[config.mk]
export PLATFORM = sky130hd
export DESIGN_NAME = lzc_stream
export DESIGN_NICKNAME = d
export VERILOG_FILES = /design/src/rtl/lzc_stream.sv
export SDC_FILE = /design/constraint.sdc
export NUM_CORES = 1
export LEC_CHECK = 0
export ABC_AREA = 1
export BUFFER_PORTS_ARGS = -buffer_cell sky130_fd_sc_hd__buf_2
export CAP_MARGIN = 25
export CORE_MARGIN = 2
export CORE_UTILIZATION = 66
export CTS_CLUSTER_DIAMETER = 40
export DETAILED_ROUTE_END_ITERATION = 10
export PLACE_DENSITY_LB_ADDON = 0.2
export RECOVER_POWER = 50
export SYNTH_ARGS = -nofsm -noshare
export SYNTH_HDL_FRONTEND = slang
export SYNTH_SLANG_ARGS = --single-unit
[constraint.sdc]
create_clock -name CLK -period 4.7 [get_ports CLK]
set_clock_uncertainty 0.1 [all_clocks]
set_input_delay 0.705 -clock CLK [delete_from_list [all_inputs] [get_ports CLK]]
set_output_delay 0.705 -clock CLK [all_outputs]
set_load 0.02 [all_outputs]
[src/rtl/lzc_stream.sv]
// lzc_stream: per-frame zero counter over a stream of words.
// Mode 0 counts leading zeros of the frame read as one long number with
// the first word most significant. Mode 1 counts trailing zeros with the
// first word least significant. Each frame gives one result: the zero
// count, the number of words, an all-zero flag and a truncation flag.
//
// Handshake: a word transfers on a rising CLK edge where in_valid and
// in_ready are both 1. A result transfers on an edge where out_valid and
// out_ready are both 1. A valid signal is held, with its payload stable,
// until that transfer happens. in_ready does not depend on in_valid, and
// out_valid does not depend on out_ready.
module lzc_stream #(
  parameter int WIDTH    = 16,
  parameter int MAXWORDS = 8,
  localparam int ZW = $clog2(WIDTH * MAXWORDS + 1),
  localparam int NW = $clog2(MAXWORDS + 1)
) (
  input  logic             CLK,
  input  logic             rst_n,
  input  logic             in_valid,
  output logic             in_ready,
  input  logic [WIDTH-1:0] in_data,
  input  logic             in_last,
  input  logic             in_mode,
  output logic             out_valid,
  input  logic             out_ready,
  output logic [ZW-1:0]    out_zero,
  output logic [NW-1:0]    out_words,
  output logic             out_allzero,
  output logic             out_trunc
);

  // Width of a single-word zero count. It reaches WIDTH for a zero word.
  localparam int CW = $clog2(WIDTH + 1);
  localparam logic [NW-1:0] LAST_WORD = NW'(MAXWORDS);

  typedef enum logic [1:0] {
    IDLE = 2'd0,
    ACC  = 2'd1,
    DONE = 2'd2
  } state_t;

  state_t          state;
  logic            mode_q;
  logic [ZW-1:0]   zcount;
  logic [NW-1:0]   words;
  logic            seen_nz;

  logic            accept;
  logic            eff_mode;
  logic [CW-1:0]   word_z;
  logic [ZW-1:0]   next_zcount;
  logic [NW-1:0]   next_words;
  logic            next_seen;
  logic            hit_max;
  logic            closes;

  function automatic logic [CW-1:0] lead_zeros(input logic [WIDTH-1:0] d);
    logic [CW-1:0] n;
    logic          found;
    n     = '0;
    found = 1'b0;
    for (int i = WIDTH - 1; i >= 0; i--) begin
      if (!found) begin
        if (d[i]) found = 1'b1;
        else      n = n + CW'(1);
      end
    end
    return n;
  endfunction

  function automatic logic [CW-1:0] trail_zeros(input logic [WIDTH-1:0] d);
    logic [CW-1:0] n;
    logic          found;
    n     = '0;
    found = 1'b0;
    for (int i = 0; i < WIDTH; i++) begin
      if (!found) begin
        if (d[i]) found = 1'b1;
        else      n = n + CW'(1);
      end
    end
    return n;
  endfunction

  // Per-word count and the frame values that would follow if this word
  // were accepted. The accumulators are already zero in IDLE, so the
  // same arithmetic starts a new frame. Only the mode has to come from
  // the port in IDLE, because the first word is the one that sets it.
  always_comb begin
    accept      = in_valid & in_ready;
    eff_mode    = (state == IDLE) ? in_mode : mode_q;
    word_z      = eff_mode ? trail_zeros(in_data) : lead_zeros(in_data);
    next_zcount = seen_nz ? zcount : zcount + ZW'(word_z);
    next_words  = words + NW'(1);
    next_seen   = seen_nz | (|in_data);
    hit_max     = (next_words == LAST_WORD);
    closes      = in_last | hit_max;
  end

  // Frame FSM. in_ready and the result outputs are registered here. The
  // result registers are loaded only when a frame closes and are cleared
  // when the result is consumed, so they read zero whenever out_valid=0.
  always_ff @(posedge CLK or negedge rst_n) begin
    if (!rst_n) begin
      state       <= IDLE;
      in_ready    <= 1'b0;
      mode_q      <= 1'b0;
      zcount      <= '0;
      words       <= '0;
      seen_nz     <= 1'b0;
      out_valid   <= 1'b0;
      out_zero    <= '0;
      out_words   <= '0;
      out_allzero <= 1'b0;
      out_trunc   <= 1'b0;
    end else begin
      case (state)
        IDLE, ACC: begin
          in_ready <= 1'b1;
          if (accept) begin
            mode_q  <= eff_mode;
            zcount  <= next_zcount;
            words   <= next_words;
            seen_nz <= next_seen;
            if (closes) begin
              state       <= DONE;
              in_ready    <= 1'b0;
              out_valid   <= 1'b1;
              out_zero    <= next_zcount;
              out_words   <= next_words;
              out_allzero <= ~next_seen;
              out_trunc   <= hit_max & ~in_last;
            end else begin
              state <= ACC;
            end
          end
        end
        DONE: begin
          if (out_ready) begin
            state       <= IDLE;
            in_ready    <= 1'b1;
            mode_q      <= 1'b0;
            zcount      <= '0;
            words       <= '0;
            seen_nz     <= 1'b0;
            out_valid   <= 1'b0;
            out_zero    <= '0;
            out_words   <= '0;
            out_allzero <= 1'b0;
            out_trunc   <= 1'b0;
          end
        end
        default: begin
          state    <= IDLE;
          in_ready <= 1'b0;
        end
      endcase
    end
  end

endmodule

==> results of run 1 <==
## per-stage QoR
step | setup slack (ns) | hold WS [ns]
3_3_place_gp | -2.350 | 0.3565
2_1_floorplan | -1.924 | 0.3094
3_5_place_dp | -2.830 | 0.3600
## kinds of logic after synthesis
logic type,share of synthesized area [%]
compound gates,10.83
xor+xnor,1.236
fa+ha+maj,9.302
buf+inv,11.66
flops,18.84
simple gates,48.13
==> metrics.md, run 1 <==
| Metric | Value |
|---|---|
| Outcome | aborted with a tool error |
| Stop stage | 4_1_cts |
| Err | [ERROR DPL-0038] Utilization greater than 100%, impossible to legalize |
| H-tree depth | 2 |
| Count leader, synth | nand2_1 |
| Total CTS buffers | 5 |
| Initial Utilization | between 60% and 70% |
| # port buffers | 37 |
| Share of Yosys cell area claimed by the top area cell type | 19.78% |
| Placed Area | 5589 um2 |
| Routability cong. | 0.9479 |
| Die Span Y | 84.25 um |
| Synth top cells by count | nand2_1 (224), inv_1 (109), nand3_1 (68) |
| Setup bufs post-CTS | between 40 and 50 |
| CTS root buffer | clkbuf_8 |
| Sequential element share of the synthesized area | 18.84% |
| Mean Syn Cell Area | 6.020 um2 |
| FP Rows | 29 |
| Post-synthesis sequential element count | 32 |
| Cell accounting for the most synthesized area | nand2_1 |
| Largest cells by area after synthesis | nand2_1 (20%), dfrtp_1 (19%), inv_1 (9.6%) |
| Placed insts | 953 |
| Net count after synthesis | between 700 and 800 |
| Synth Cell Area | 4250 um2 |
| YS warnings | 0 |
| EDFF count, synth | 0 |
| Ports | 38 |
| Hold buffer count at CTS | 0 |
| Clock sinks | 32 |
| Post-synth top flop | dfrtp_1 |
| Post-synth ARST share | 100.0% |
| Synth unique cells | 40 |
| Max clock buf depth | 2 |
| PostCTS Resize Cnt | 86 |
| Detailed Place HPWL | 10.45 mm |
| Width of the die | 84.25 um |
| Synth Instances | 706 |
==> inputs of run 2 (changes only) <==
--- a/config.mk
+++ b/config.mk
@@ -9,10 +9,9 @@
 export BUFFER_PORTS_ARGS = -buffer_cell sky130_fd_sc_hd__buf_2
 export CAP_MARGIN = 25
 export CORE_MARGIN = 2
-export CORE_UTILIZATION = 66
-export CTS_CLUSTER_DIAMETER = 40
+export CORE_UTILIZATION = 40
 export DETAILED_ROUTE_END_ITERATION = 10
-export PLACE_DENSITY_LB_ADDON = 0.2
+export PLACE_DENSITY_LB_ADDON = 0.15
 export RECOVER_POWER = 50
 export SYNTH_ARGS = -nofsm -noshare
 export SYNTH_HDL_FRONTEND = slang
==> metrics.md, run 2 <==
| Metric | Value |
|---|---|
| Initial antenna violation count | 0 |
| Hold path cells | 2 |
| Ports | 38 |
| Critical Path Sink Type | flop |
| Routability cong. | 0.8632 |
| Crit path max fanout | 4 |
| Synth unique cells | 40 |
| Power Density | 267.7 nW/um2 |
| Minimum clock period after layout | 6.598 ns |
| H-tree depth | 2 |
| EDFF count, synth | 0 |
| Most frequent cells in the layout | nand2_1 (200), buf_4 (184), inv_1 (86) |
| FP Rows | 37 |
| Max Cap Viol | 1 |
| Synth Instances | around 700 |
| Vias in the first global route | 4977 |
| Worst hold-check path type | flop to flop |
| Initial Utilization | 41.17% |
| Count leader, synth | nand2_1 |
| Clock sinks | 32 |
| YS warnings | 0 |
| Mean Syn Cell Area | ~6 um2 |
| Largest cells by area after synthesis | nand2_1 (20%), dfrtp_1 (19%), inv_1 (9.6%) |
| Clock latency on the worst-skew pair | 0.30 ns |
| Placeable Area | 10320 um2 |
| CP peak stage delay | between 0.2 and 0.3 ns |
| Detailed Place HPWL | 9.196 mm |
| R2r worst-path depth | 13 |
| Fraction of layout cells with a size suffix above 1 | 45.26% |
| Die Span Y | 107.1 um |
| Unrepaired setup endpoints after global routing | true |
| Final period util | 140.4% |
| Synth top cells by count | nand2_1 (224), inv_1 (109), nand3_1 (68) |
| Crit path top cell by count | buf_4 |
| CTS root buffer | clkbuf_8 |
| Ant diodes | 0 |
| Post-layout nets | 991 |
| Critical Path RT | 4.82 ns |
| Post-layout util | 65.79% |
| Final setup fails | 14 |
| Crit path arrival time | 6.72 ns |
| Largest net degree at the start of global routing | 33 |
| Width of the die | 107.1 um |
| Power Total | 1.818 mW |
| Worst-margin pin slew | 1.697 ns |
| Final wirelength | 12.35 mm |
| Post-synthesis sequential element count | 32 |
| Final WS setup | -1.898 ns |
| CP max-delay cell | ha_1 |
| Overall Global Routing Usage | a little over a fifth |
| Post-synth ARST share | 100.0% |
| P&R area growth vs syn | 59.79% |
| Pre-Repair DR Iteration Count | 4 |
| Synth Cell Area | 4250 um2 |
| GRT overflow | 0 |
| # port buffers | 37 |
| Violated checks | capacitance limit, slew limit, setup timing |
| DR iter-0 viols | 127 |
| Post-synth top flop | dfrtp_1 |
| Setup TNS | -23.37 ns |
| Reg clk slew, reported paths | 0.08 ns |
| Net count after synthesis | 759 |
| Clock tree from TritonCTS | built |
| Slew Limit Fails | 33 |
| Commonest non-fill, non-tap cell in the layout | nand2_1 |
| Critical path class | input port to flop |
| DR vias | 5124 |
| Avg WL per Cell | 11.49 um |
| Fmax | 151.6 MHz |
| DRC viols | 0 |
| Share of Yosys cell area claimed by the top area cell type | 19.78% |
| Outcome | finished, violations left |
| Cell accounting for the most synthesized area | nand2_1 |
| First-pass GRT wire length | around 21 mm |
| Endpoints failing hold | 0 |
| Leak | between 3 and 4 nW |
| Final hold slack | ~0.38 ns |
| Hold buffer count at CTS | 0 |
| Total CTS buffers | 5 |
| Max clock buf depth | 2 |
| Routed vias/inst | 4.767 |
| VDD IR max | between 0.2 and 0.25 mV |
| Sequential element share of the synthesized area | between 10% and 20% |
| DRT antenna net count | 0 |
| Nature of the critical path startpoint | input port |
| Largest regs | out_zero: 8 flops, zcount: 8 flops |
| Slew headroom | -13.16% |
| Die area | 11470 um2 |
-- run 2: cell counts after synthesis --
Identical to the previous run, type by type.
-- run 2: metal layers --
metal | vias up | track usage [%] | part of all wire, %
met5 | - | 0 | 0
met2 | 43 | 42.95 | 55
li1 | 2703 | - | -
met3 | 10 | 1.337 | 1.5
met1 | 2368 | 24.31 | 42
met4 | 0 | 4.174 | 0.88
-- run 2: final cells by class --
cell class | instances | area (um2)
timing repair buffer | 227 | 1683
multi-input combinational | 542 | 3560
clock buffer | 5 | 68.82
inverter | 130 | 490.5
fill | 921 | 3532
clock inverter | 3 | 18.77
sequential | 32 | 800.8
tap | 136 | 170.2
-- run 2: what timing repair did --
action / 4_1_cts / 5_1_grt
endpoints found under the setup margin: 14 / 14
pin swaps: 90 / 66
gates cloned: 0 / 0
setup buffers: 43 / 6
resized for setup: 97 / 61
-- run 2: worst max-delay path, delay by kind of cell --
family                     cells  cell delay, ns
buffers and inverters         24            2.73
and+or+nand+nor               26            2.17
AOI/OAI and AO/OA              7            0.84
adders and majority gates      1            0.28
-- run 2: path summary, 6_finish.rpt --
check | start | endpoint | slack, ns
max | in_data[0] | zcount[7]$_DFFE_PN0P_ | -1.90
min | out_words[3]$_DFFE_PN0P_ | out_words[3]$_DFFE_PN0P_ | 0.38
max reg2reg | state[1]$_DFFE_PN0P_ | in_ready$_DFFE_PN0P_ | 1.10
min reg2reg | out_words[3]$_DFFE_PN0P_ | out_words[3]$_DFFE_PN0P_ | 0.38
max in group asynchronous | rst_n | out_allzero$_DFFE_PN0P_ | 2.77
min in group asynchronous | rst_n | words[2]$_DFFE_PN0P_ | 0.74
-- run 2: logic make-up after synthesis --
| family | Yosys count | share of synthesized area [%] |
|---|---|---|
| buffers and inverters | 132 | 11.66 |
| xor gates and xnor gates | 6 | 1.236 |
| and+or+nand+nor | 421 | 48.13 |
| AOI/OAI and AO/OA | 84 | 10.83 |
| adders and majority gates | 31 | 9.302 |
| DFF | 32 | 18.84 |
-- run 2: stage by stage --
| step | instances | setup WS (ns) | instance area [um2] |
|---|---|---|---|
| 4_1_cts | 1071 | -1.839 | 6507 |
| 5_1_grt | 1075 | -2.324 | 6792 |
| 3_3_place_gp | 1020 | -2.621 | 5723 |
| 6_report | 1075 | -1.898 | 6792 |
| 2_1_floorplan | 706 | -1.924 | 4302 |
| 3_5_place_dp | 1020 | -2.734 | 5723 |
-- run 2: report_power, final --
| group | switching, mW | internal, mW |
|---|---|---|
| logic | 0.661 | 0.464 |
| registers | 0.0914 | 0.385 |
| clock network | 0.114 | 0.103 |
| total | 0.866 | 0.952 |
Note: power is estimated with default switching activity, not from simulation.
==> inputs of run 3 (changes only) <==
--- a/config.mk
+++ b/config.mk
@@ -12,7 +12,6 @@
 export CORE_UTILIZATION = 40
 export DETAILED_ROUTE_END_ITERATION = 10
 export PLACE_DENSITY_LB_ADDON = 0.15
-export RECOVER_POWER = 50
 export SYNTH_ARGS = -nofsm -noshare
 export SYNTH_HDL_FRONTEND = slang
 export SYNTH_SLANG_ARGS = --single-unit
==> metrics.md, run 3 (synthesis results as in run 2) <==
| Metric | Value |
|---|---|
| Post-layout nets | 991 |
| Unrepaired setup endpoints after global routing | true |
| Fraction of layout cells with a size suffix above 1 | ~45% |
| Final Non-Filler Cells | 1075 |
| Ant diodes | 0 |
| Worst-margin pin slew | 0.7089 ns |
| VDD IR max | 0.2256 mV |
| Crit path max fanout | 4 |
| Final WS setup | -1.900 ns |
| Final setup fails | 14 |
| Avg WL per Cell | 11.49 um |
| Initial Utilization | 41.17% |
| Overall Global Routing Usage | between 20% and 30% |
| P&R area growth vs syn | 59.85% |
| DR iter-0 viols | 125 |
| Final period util | 140.4% |
| Sw Share | between 40% and 50% |
| Part of the power in registers | 26.2% |
| Setup TNS | -23.38 ns |
| Total CTS buffers | 5 |
| Fmax | around 150 MHz |
| Minimum clock period after layout | 6.600 ns |
| Logic gate share of total power | 61.9% |
| Clock tree from TritonCTS | built |
| CP peak stage delay | 0.28 ns |
| Post-layout util | about two thirds |
| Initial antenna violation count | 0 |
| Final Cell Area | 6794 um2 |
| Width of the die | 107.1 um |
| First-pass GRT wire length | 20.67 mm |
| Critical path class | input port to flop |
| Most frequent cells in the layout | nand2_1 (200), buf_4 (184), inv_1 (86) |
| Final hold slack | 0.3525 ns |
| DRT antenna net count | 0 |
| Slew headroom | 52.74% |
| Largest net degree at the start of global routing | 33 |
| Pre-Repair DR Iteration Count | 4 |
| Die area | about 11000 um2 |
| Endpoints failing hold | 0 |
| Critical Path Sink Type | flop |
| Int Power | 952.8 uW |
| Dpl ws | -2.734 ns |
| Max clock buf depth | 2 |
| CTS root buffer | clkbuf_8 |
| Largest regs | out_zero: 8 flops, zcount: 8 flops |
| Outcome | finished, violations left |
| # port buffers | 37 |
| Power share of the clock group | 11.9% |
| CP max-delay cell | ha_1 |
| Power Density | 267.8 nW/um2 |
| Slew Limit Fails | 0 |
| DRC viols | 0 |
| Die Span Y | 107.1 um |
| Routability cong. | 0.8632 |
| Vias in the first global route | between 4000 and 5000 |
| Buf/Inv on CP | 24 |
| DR vias | 5124 |
| FP Rows | 37 |
| Leak | 3.671 nW |
| Power Total | about 1.8 mW |
| Placed Area | 5723 um2 |
| Worst hold-check path type | input port to asynchronous set/reset pin |
| Max Cap Viol | 0 |
| Commonest non-fill, non-tap cell in the layout | nand2_1 |
| Placed insts | 1020 |
| Delay-heaviest family, CP | buffers and inverters |
| Routed vias/inst | 4.767 |
| Crit path arrival time | between 6 and 7 ns |
| Critical Path RT | ~4.8 ns |
| Ports | 38 |
| Crit path top cell by count | buf_4 |
| GRT overflow | 0 |
| Nature of the critical path startpoint | input port |
| P_sw | 866.5 uW |
| Final wirelength | between 10 and 15 mm |
| Clock sinks | 32 |
| Detailed Place HPWL | 9.196 mm |
| Clock latency on the worst-skew pair | roughly 0.30 ns |
| Placeable Area | between 10000 and 15000 um2 |
| H-tree depth | 2 |
| Violated checks | setup timing |
| Reg clk slew, reported paths | 0.08 ns |
## run 3: area by class of cell
type / instances / area, um2
flip-flops and latches: 32 / 800.8
repair buffers: 227 / 1685
clock buffers: 5 / 68.82
multi-input cells: 542 / 3560
fillers: 919 / 3530
inverters: 130 / 490.5
clock inverters: 3 / 18.77
well taps: 136 / 170.2
## run 3: worst register-to-register path: cells and delay by family (launching register included)
kind	cells	cell delay [ns]
AOI/OAI and AO/OA	3	0.28
buffers and inverters	4	1.00
DFF	1	0.39
and+or+nand+nor	6	1.77
## run 3: power groups by stage
stage	logic [mW]	registers, mW	clock network (mW)
4_1_cts	1.04	0.470	0.214
6_report	1.13	0.476	0.217
3_5_place_dp	0.901	0.468	0
2_1_floorplan	0.526	0.512	0
5_1_grt	1.25	0.488	0.223
3_3_place_gp	0.879	0.462	0
## run 3: final timing paths
check | slack [ns] | cells after the start | startpoint | end
min in group CLK | 0.38 | 2 | out_words[3]$_DFFE_PN0P_ | out_words[3]$_DFFE_PN0P_
min | 0.35 | 1 | rst_n | words[2]$_DFFE_PN0P_
max in group asynchronous | 3.69 | 1 | rst_n | out_allzero$_DFFE_PN0P_
max reg2reg | 1.10 | 13 | state[1]$_DFFE_PN0P_ | in_ready$_DFFE_PN0P_
max | -1.90 | 58 | in_data[0] | zcount[7]$_DFFE_PN0P_
min reg2reg | 0.38 | 2 | out_words[3]$_DFFE_PN0P_ | out_words[3]$_DFFE_PN0P_
## run 3: layer usage
layer	GRT usage, %	share of wire [%]
met2	42.95	55
met1	24.31	42
met4	4.174	0.88
met5	0	0
met3	1.337	1.5
## run 3: timing repair
action | in CTS | in global routing
pin swaps | 90 | 66
resized for setup | 97 | 61
hold buffers | 0 | 0
buffers inserted | 43 | 6
endpoints found under the setup margin | 14 | 14
